===== src/rtl/bus_interface_unit_pkg.sv =====
// Shared definitions for the 6502 external memory path: widths, state encoding
// and the data value that registers take on reset.
package bus_interface_unit_pkg;

    localparam int ADDR_W_DEFAULT = 16;
    localparam int DATA_W_DEFAULT = 8;
    localparam int CNT_W          = 8;

    localparam logic [7:0] RESET_DATA = 8'h00;

    typedef enum logic [2:0] {
        ST_IDLE   = 3'd0,
        ST_SETUP  = 3'd1,
        ST_ACCESS = 3'd2,
        ST_DONE   = 3'd3,
        ST_ERROR  = 3'd4
    } biu_state_e;

endpackage


===== src/rtl/bus_interface_unit_cycle_counter.sv =====
// Loadable 8-bit up-counter with synchronous clear and a terminal-count compare,
// used for both the address setup phase and the ready timeout.
module biu_cycle_counter
    import bus_interface_unit_pkg::*;
(
    input  logic             clk,
    input  logic             reset_n,
    input  logic             clear,
    input  logic             load,
    input  logic [CNT_W-1:0] load_value,
    input  logic             enable,
    input  logic [CNT_W-1:0] terminal,
    output logic             at_terminal
);

    logic [CNT_W-1:0] count;

    // Clear has priority over load, load over counting.
    always_ff @(posedge clk or negedge reset_n) begin
        if (!reset_n) begin
            count <= '0;
        end else if (clear) begin
            count <= '0;
        end else if (load) begin
            count <= load_value;
        end else if (enable) begin
            count <= count + 1'b1;
        end
    end

    assign at_terminal = (count == terminal);

endmodule


===== src/rtl/bus_interface_unit.sv =====
// Sequences one external memory read or write per request, with programmable
// address setup, ready-driven wait states and a timeout abort.
module bus_interface_unit
    import bus_interface_unit_pkg::*;
#(
    parameter int ADDR_W       = ADDR_W_DEFAULT,
    parameter int DATA_W       = DATA_W_DEFAULT,
    parameter int SETUP_CYCLES = 1,
    parameter int TIMEOUT      = 15
) (
    input  logic              clk,
    input  logic              reset_n,
    input  logic              req,
    input  logic              req_we,
    input  logic [ADDR_W-1:0] req_addr,
    input  logic [DATA_W-1:0] req_wdata,
    output logic              busy,
    output logic              done,
    output logic              err,
    output logic [DATA_W-1:0] mdr_data,
    output logic              mdr_load,
    output logic [ADDR_W-1:0] mem_addr,
    output logic [DATA_W-1:0] mem_wdata,
    output logic              mem_oe,
    output logic              mem_we,
    input  logic [DATA_W-1:0] mem_rdata,
    input  logic              mem_ready
);

    biu_state_e state;
    logic       we_q;

    logic setup_load, setup_enable, setup_term;
    logic wait_clear, wait_enable, wait_term;

    // Setup counter runs 1..SETUP_CYCLES; the wait counter counts ready-low ACCESS cycles from 0.
    assign setup_load   = (state == ST_IDLE) && req;
    assign setup_enable = (state == ST_SETUP) && !setup_term;
    assign wait_clear   = (state == ST_SETUP) && setup_term;
    assign wait_enable  = (state == ST_ACCESS) && !mem_ready && !wait_term;

    biu_cycle_counter u_setup_counter (
        .clk        (clk),
        .reset_n    (reset_n),
        .clear      (1'b0),
        .load       (setup_load),
        .load_value (CNT_W'(1)),
        .enable     (setup_enable),
        .terminal   (CNT_W'(SETUP_CYCLES)),
        .at_terminal(setup_term)
    );

    biu_cycle_counter u_wait_counter (
        .clk        (clk),
        .reset_n    (reset_n),
        .clear      (wait_clear),
        .load       (1'b0),
        .load_value ('0),
        .enable     (wait_enable),
        .terminal   (CNT_W'(TIMEOUT)),
        .at_terminal(wait_term)
    );

    // Outputs are registered alongside the state, so each is set on entry to the state it belongs to.
    always_ff @(posedge clk or negedge reset_n) begin
        if (!reset_n) begin
            state     <= ST_IDLE;
            we_q      <= 1'b0;
            busy      <= 1'b0;
            done      <= 1'b0;
            err       <= 1'b0;
            mdr_data  <= DATA_W'(RESET_DATA);
            mdr_load  <= 1'b0;
            mem_addr  <= '0;
            mem_wdata <= DATA_W'(RESET_DATA);
            mem_oe    <= 1'b0;
            mem_we    <= 1'b0;
        end else begin
            done     <= 1'b0;
            err      <= 1'b0;
            mdr_load <= 1'b0;
            case (state)
                ST_IDLE: begin
                    if (req) begin
                        state     <= ST_SETUP;
                        busy      <= 1'b1;
                        we_q      <= req_we;
                        mem_addr  <= req_addr;
                        mem_wdata <= req_wdata;
                    end
                end
                ST_SETUP: begin
                    if (setup_term) begin
                        state  <= ST_ACCESS;
                        mem_oe <= !we_q;
                        mem_we <= we_q;
                    end
                end
                ST_ACCESS: begin
                    // Ready takes priority over the timeout when both land in the same cycle.
                    if (mem_ready) begin
                        state  <= ST_DONE;
                        mem_oe <= 1'b0;
                        mem_we <= 1'b0;
                        done   <= 1'b1;
                        if (!we_q) begin
                            mdr_data <= mem_rdata;
                            mdr_load <= 1'b1;
                        end
                    end else if (wait_term) begin
                        state  <= ST_ERROR;
                        mem_oe <= 1'b0;
                        mem_we <= 1'b0;
                        err    <= 1'b1;
                    end
                end
                ST_DONE, ST_ERROR: begin
                    state <= ST_IDLE;
                    busy  <= 1'b0;
                end
                default: begin
                    state  <= ST_IDLE;
                    busy   <= 1'b0;
                    mem_oe <= 1'b0;
                    mem_we <= 1'b0;
                end
            endcase
        end
    end

endmodule


===== config.mk =====
export PLATFORM = sky130hd
export DESIGN_NAME = bus_interface_unit
export DESIGN_NICKNAME = d
export VERILOG_FILES = /design/src/rtl/bus_interface_unit_pkg.sv /design/src/rtl/bus_interface_unit_cycle_counter.sv /design/src/rtl/bus_interface_unit.sv
export SDC_FILE = /design/constraint.sdc
export NUM_CORES = 1
export LEC_CHECK = 0
export CAP_MARGIN = 5
export CORE_MARGIN = 8
export CORE_UTILIZATION = 42
export CTS_BUF_LIST = sky130_fd_sc_hd__clkbuf_16
export DETAILED_ROUTE_END_ITERATION = 10
export PLACE_DENSITY = 0.8
export SYNTH_ARGS = -nofsm -noshare
export SYNTH_HDL_FRONTEND = slang
export SYNTH_SLANG_ARGS = --single-unit

===== constraint.sdc =====
create_clock -name clk -period 1.71 [get_ports clk]
set_input_delay 0.2565 -clock clk [delete_from_list [all_inputs] [get_ports clk]]
set_output_delay 0.2565 -clock clk [all_outputs]
set_load 0.03 [all_outputs]

==> metrics.md, run 1 <==
| Metric | Value |
|---|---|
| Int Pwr | 5.061 mW |
| #FFs+latches synth | 58 |
| Share of cells above drive strength 1 | 29.90% |
| Crit start category | register |
| Sequential area share after synthesis | 58.26% |
| Die W | 93.02 microns |
| Crit path kind | register to register |
| Distinct cell type count after synthesis | 44 |
| Die Span Y | 93.02 microns |
| Clk_skew | 0.006617 ns |
| NumNets Final | 336 |
| Ys Warns | 0 |
| Crit Path Max Fanout | 4 |
| Overall fraction of global-route tracks in use | 14.59% |
| Post-synth EDFFs | 0 |
| Avg Synthesized Cell Area | 13.25 sq um |
| CTS tree | built |
| Placer Congestion | 0.8257 |
| FP Rows | 28 |
| Gr ovfl total | 0 |
| First-pass GRT wire length | 9.984 mm |
| Layout area overhead | 58.61% |
| Final setup margin | -0.01717 ns |
| VDD IR max | 1.060 mV |
| Synth area leaders | dfrtp_1 (58%), mux2_2 (10%), mux2_1 (4.5%) |
| Setup TNS | -0.01717 ns |
| Initial antenna violation count | 0 |
| Setup Slack @ Placement | -0.1931 ns |
| Number of vias per cell | 5.080 |
| Initial core utilization | 42.84% |
| Max Slew Vio Count | 0 |
| Port-buffer cells | 74 |
| H-tree levels | 3 |
| Tmin final | 1.727 ns |
| Seq pwr share | 28.8% |
| Worst Path Buf+Inv | 0 |
| Post-DP HPWL | 4.363 mm |
| Fin crit share | 101.0% |
| Detailed-route DRC error count | 0 |
| Cell family with most CP delay | compound AO/OA/AOI/OAI gates |
| FILL cells | 413 |
| Most used DFF post-synth | dfrtp_1 |
| Worst slew pin tran | 0.5121 ns |
| Post-synth top cells | dfrtp_1 (58), mux2_2 (23), nor2_1 (14) |
| Final setup vio count | 1 |
| RSZ-0062 raised after global routing | true |
| Peak per-stage delay on the critical path | 0.47 ns |
| Failing checks | setup timing |
| Ports | 75 |
| Crit path DAT | 1.94 ns |
| Status | complete, but fails checks |
| CTS Buf Count | 9 |
| Crit-path cells | nor3_1 -> a21oi_4 -> a2111o_1 -> a22o_1 |
| Core Area | 5816 sq um |
| Final Hold Viols | 0 |
| Routed WL per cell | 16.49 microns |
| CP Capture Type | register |
| F_max | 579.0 MHz |
| Synth Cell Area | 2491 sq um |
| P_leak | 1.728 nW |
| Pwr dens | 1980 nW/um^2 |
| Clk sinks | 58 |
| CTS Buffer Depth | 2 |
| Required @ worst endpoint | 1.92 ns |
| Overall Power | 7.824 mW |
| Worst-path clk slew | 0.05 ns |
| Vias in the first global route | 1,981 |
| Area leader, netlist | dfrtp_1 |
| Post-DRT Antenna Nets | 0 |
| Clock group share of total power | 26.6% |
| Insertion delay to the later sink of the worst-skew pair | 0.32 ns |
| Comb pwr share | 44.6% |
| Most common cell in the synthesized netlist | dfrtp_1 |
| Final WL | 6.199 mm |
| DRT iter0 DRCs | 49 |
| Rel. slew slack | 65.60% |
| Routed via count | 1,910 |
| WHS | 0.3934 ns |
| Root Buffer | clkbuf_16 |
| P_sw | 2.763 mW |
| Hold crit path type | input pin to async pin |
| Area fraction of the dominant cell type after synthesis | 58.26% |
| Synth async-reset ratio | 100.0% |
| Largest net degree at the start of global routing | 44 |
| Slowest cell on crit path | nor3_1 |
| Number of detailed-route iterations in the first pass | 4 |
| Switching Fraction | 35.31% |
| Die area | 8652 sq um |
| Post-Synthesis Cells | 188 |
| Maxcap violations | 0 |
| ANT cells | 0 |
| Syn nets | 228 |
placed cells by master, fill, tap and decap left out, drive strengths merged, types with 2 or more instances in the layout:
master | synthesis | routed
a21oi | 5 | 5
and3 | 3 | 3
buf | 7 | 31
bufinv | 0 | 3
clkbuf | 1 | 9
clkdlybuf4s50 | 0 | 73
clkinv | 0 | 3
dfrtp | 58 | 58
ha | 3 | 3
inv | 2 | 3
mux2 | 33 | 33
mux2i | 4 | 4
nand2 | 7 | 7
nand3 | 4 | 4
nand4 | 4 | 4
nor2 | 14 | 14
nor2b | 3 | 3
nor3 | 5 | 5
nor4 | 3 | 3
nor4b | 3 | 3
o21ai | 2 | 2
o31ai | 3 | 3
xnor2 | 5 | 5
xor2 | 3 | 3
layout make-up:
| type | count | area (sq um) | area share, % |
|---|---|---|---|
| clock buffers | 9 | 225.2 | 5.700 |
| well taps | 75 | 93.84 | 2.375 |
| inverters | 2 | 7.507 | 0.1900 |
| multi-input cells | 120 | 1052 | 26.63 |
| clock inverters | 7 | 125.1 | 3.167 |
| flip-flops and latches | 58 | 1454 | 36.80 |
| repair buffers | 105 | 993.5 | 25.14 |
power by group through the flow:
stage,Combinational [mW],Sequential (mW),Clock (mW)
finish,3.49,2.26,2.08
global route,3.69,2.32,2.18
floorplan,1.07,3.05,0
CTS,3.37,2.24,2.12
global placement,3.26,2.22,0
detailed placement,3.32,2.25,0
cell families after synthesis:
kind of cell | after synthesis | share of synthesized area [%]
mux | 37 | 16.52
buf+inv | 10 | 2.360
flops | 58 | 58.26
simple gates | 54 | 12.91
compound gates | 18 | 5.625
fa+ha+maj | 3 | 1.507
xor+xnor | 8 | 2.813
metal layers:
metal | global-route usage, % | share of wire, % | vias up
met5 | 0 | 0 | -
met4 | 4.966 | 1.2 | 0
met3 | 5.369 | 5.9 | 8
met2 | 24.62 | 53 | 54
met1 | 16.67 | 40 | 951
li1 | - | - | 897
sequential cells by signal (all words and copies together), names as in the netlist:
signal and flops:
err 1, busy 1, done 1, u_setup_counter.count 8
we_q 1, mem_oe 1, mem_we 1, state 3
mem_addr 16, mdr_load 1, u_wait_counter.count 8, mdr_data 8
mem_wdata 8
stage by stage:
step	area, sq um	utilization [%]	std cells
after floorplan	2497	-	188
after global placement	3482	59.88	352
after detailed placement	3482	59.88	352
after CTS	3851	66.22	369
after global routing	3951	67.94	376
final	3951	67.94	376
path summary, 6_finish.rpt:
check | cells past startpoint | slack [ns] | to | from
min in group clk | 1 | 0.48 | mdr_data[2]$_DFFE_PN0P_ | mdr_data[2]$_DFFE_PN0P_
max | 4 | -0.02 | mem_we$_DFFE_PN0P_ | u_setup_counter.count[5]$_DFFE_PN0P_
max reg2reg | 4 | -0.02 | mem_we$_DFFE_PN0P_ | u_setup_counter.count[5]$_DFFE_PN0P_
max in group asynchronous | 3 | 0.75 | state[0]$_DFFE_PN0P_ | reset_n
min reg2reg | 1 | 0.48 | mdr_data[2]$_DFFE_PN0P_ | mdr_data[2]$_DFFE_PN0P_
min | 2 | 0.39 | u_wait_counter.count[6]$_DFFE_PN0P_ | reset_n
timing repair:
action,CTS,global route
gates resized for setup,1,14
hold buffers,1,0
endpoints found under the hold margin,15,0
setup endpoints to repair,1,48
setup buffers,0,6
pin swaps,0,2
gates cloned,0,1
Power figures use the tool's default switching activity.
==> run 2: changes to the inputs <==
--- a/config.mk
+++ b/config.mk
@@ -11,6 +11,7 @@
 export CTS_BUF_LIST = sky130_fd_sc_hd__clkbuf_16
 export DETAILED_ROUTE_END_ITERATION = 10
 export PLACE_DENSITY = 0.8
+export SLEW_MARGIN = 20
 export SYNTH_ARGS = -nofsm -noshare
 export SYNTH_HDL_FRONTEND = slang
 export SYNTH_SLANG_ARGS = --single-unit
==> results of run 2 <==
No change in the layout: final DEF, timing and power equal those of run 1.
==> run 3: changes to the inputs <==
--- a/config.mk
+++ b/config.mk
@@ -9,7 +9,9 @@
 export CORE_MARGIN = 8
 export CORE_UTILIZATION = 42
 export CTS_BUF_LIST = sky130_fd_sc_hd__clkbuf_16
+export CTS_CLUSTER_SIZE = 12
 export DETAILED_ROUTE_END_ITERATION = 10
+export HOLD_SLACK_MARGIN = 0.06
 export PLACE_DENSITY = 0.8
 export SLEW_MARGIN = 20
 export SYNTH_ARGS = -nofsm -noshare
==> results of run 3 <==
No change in the layout: final DEF, timing and power equal those of run 1.
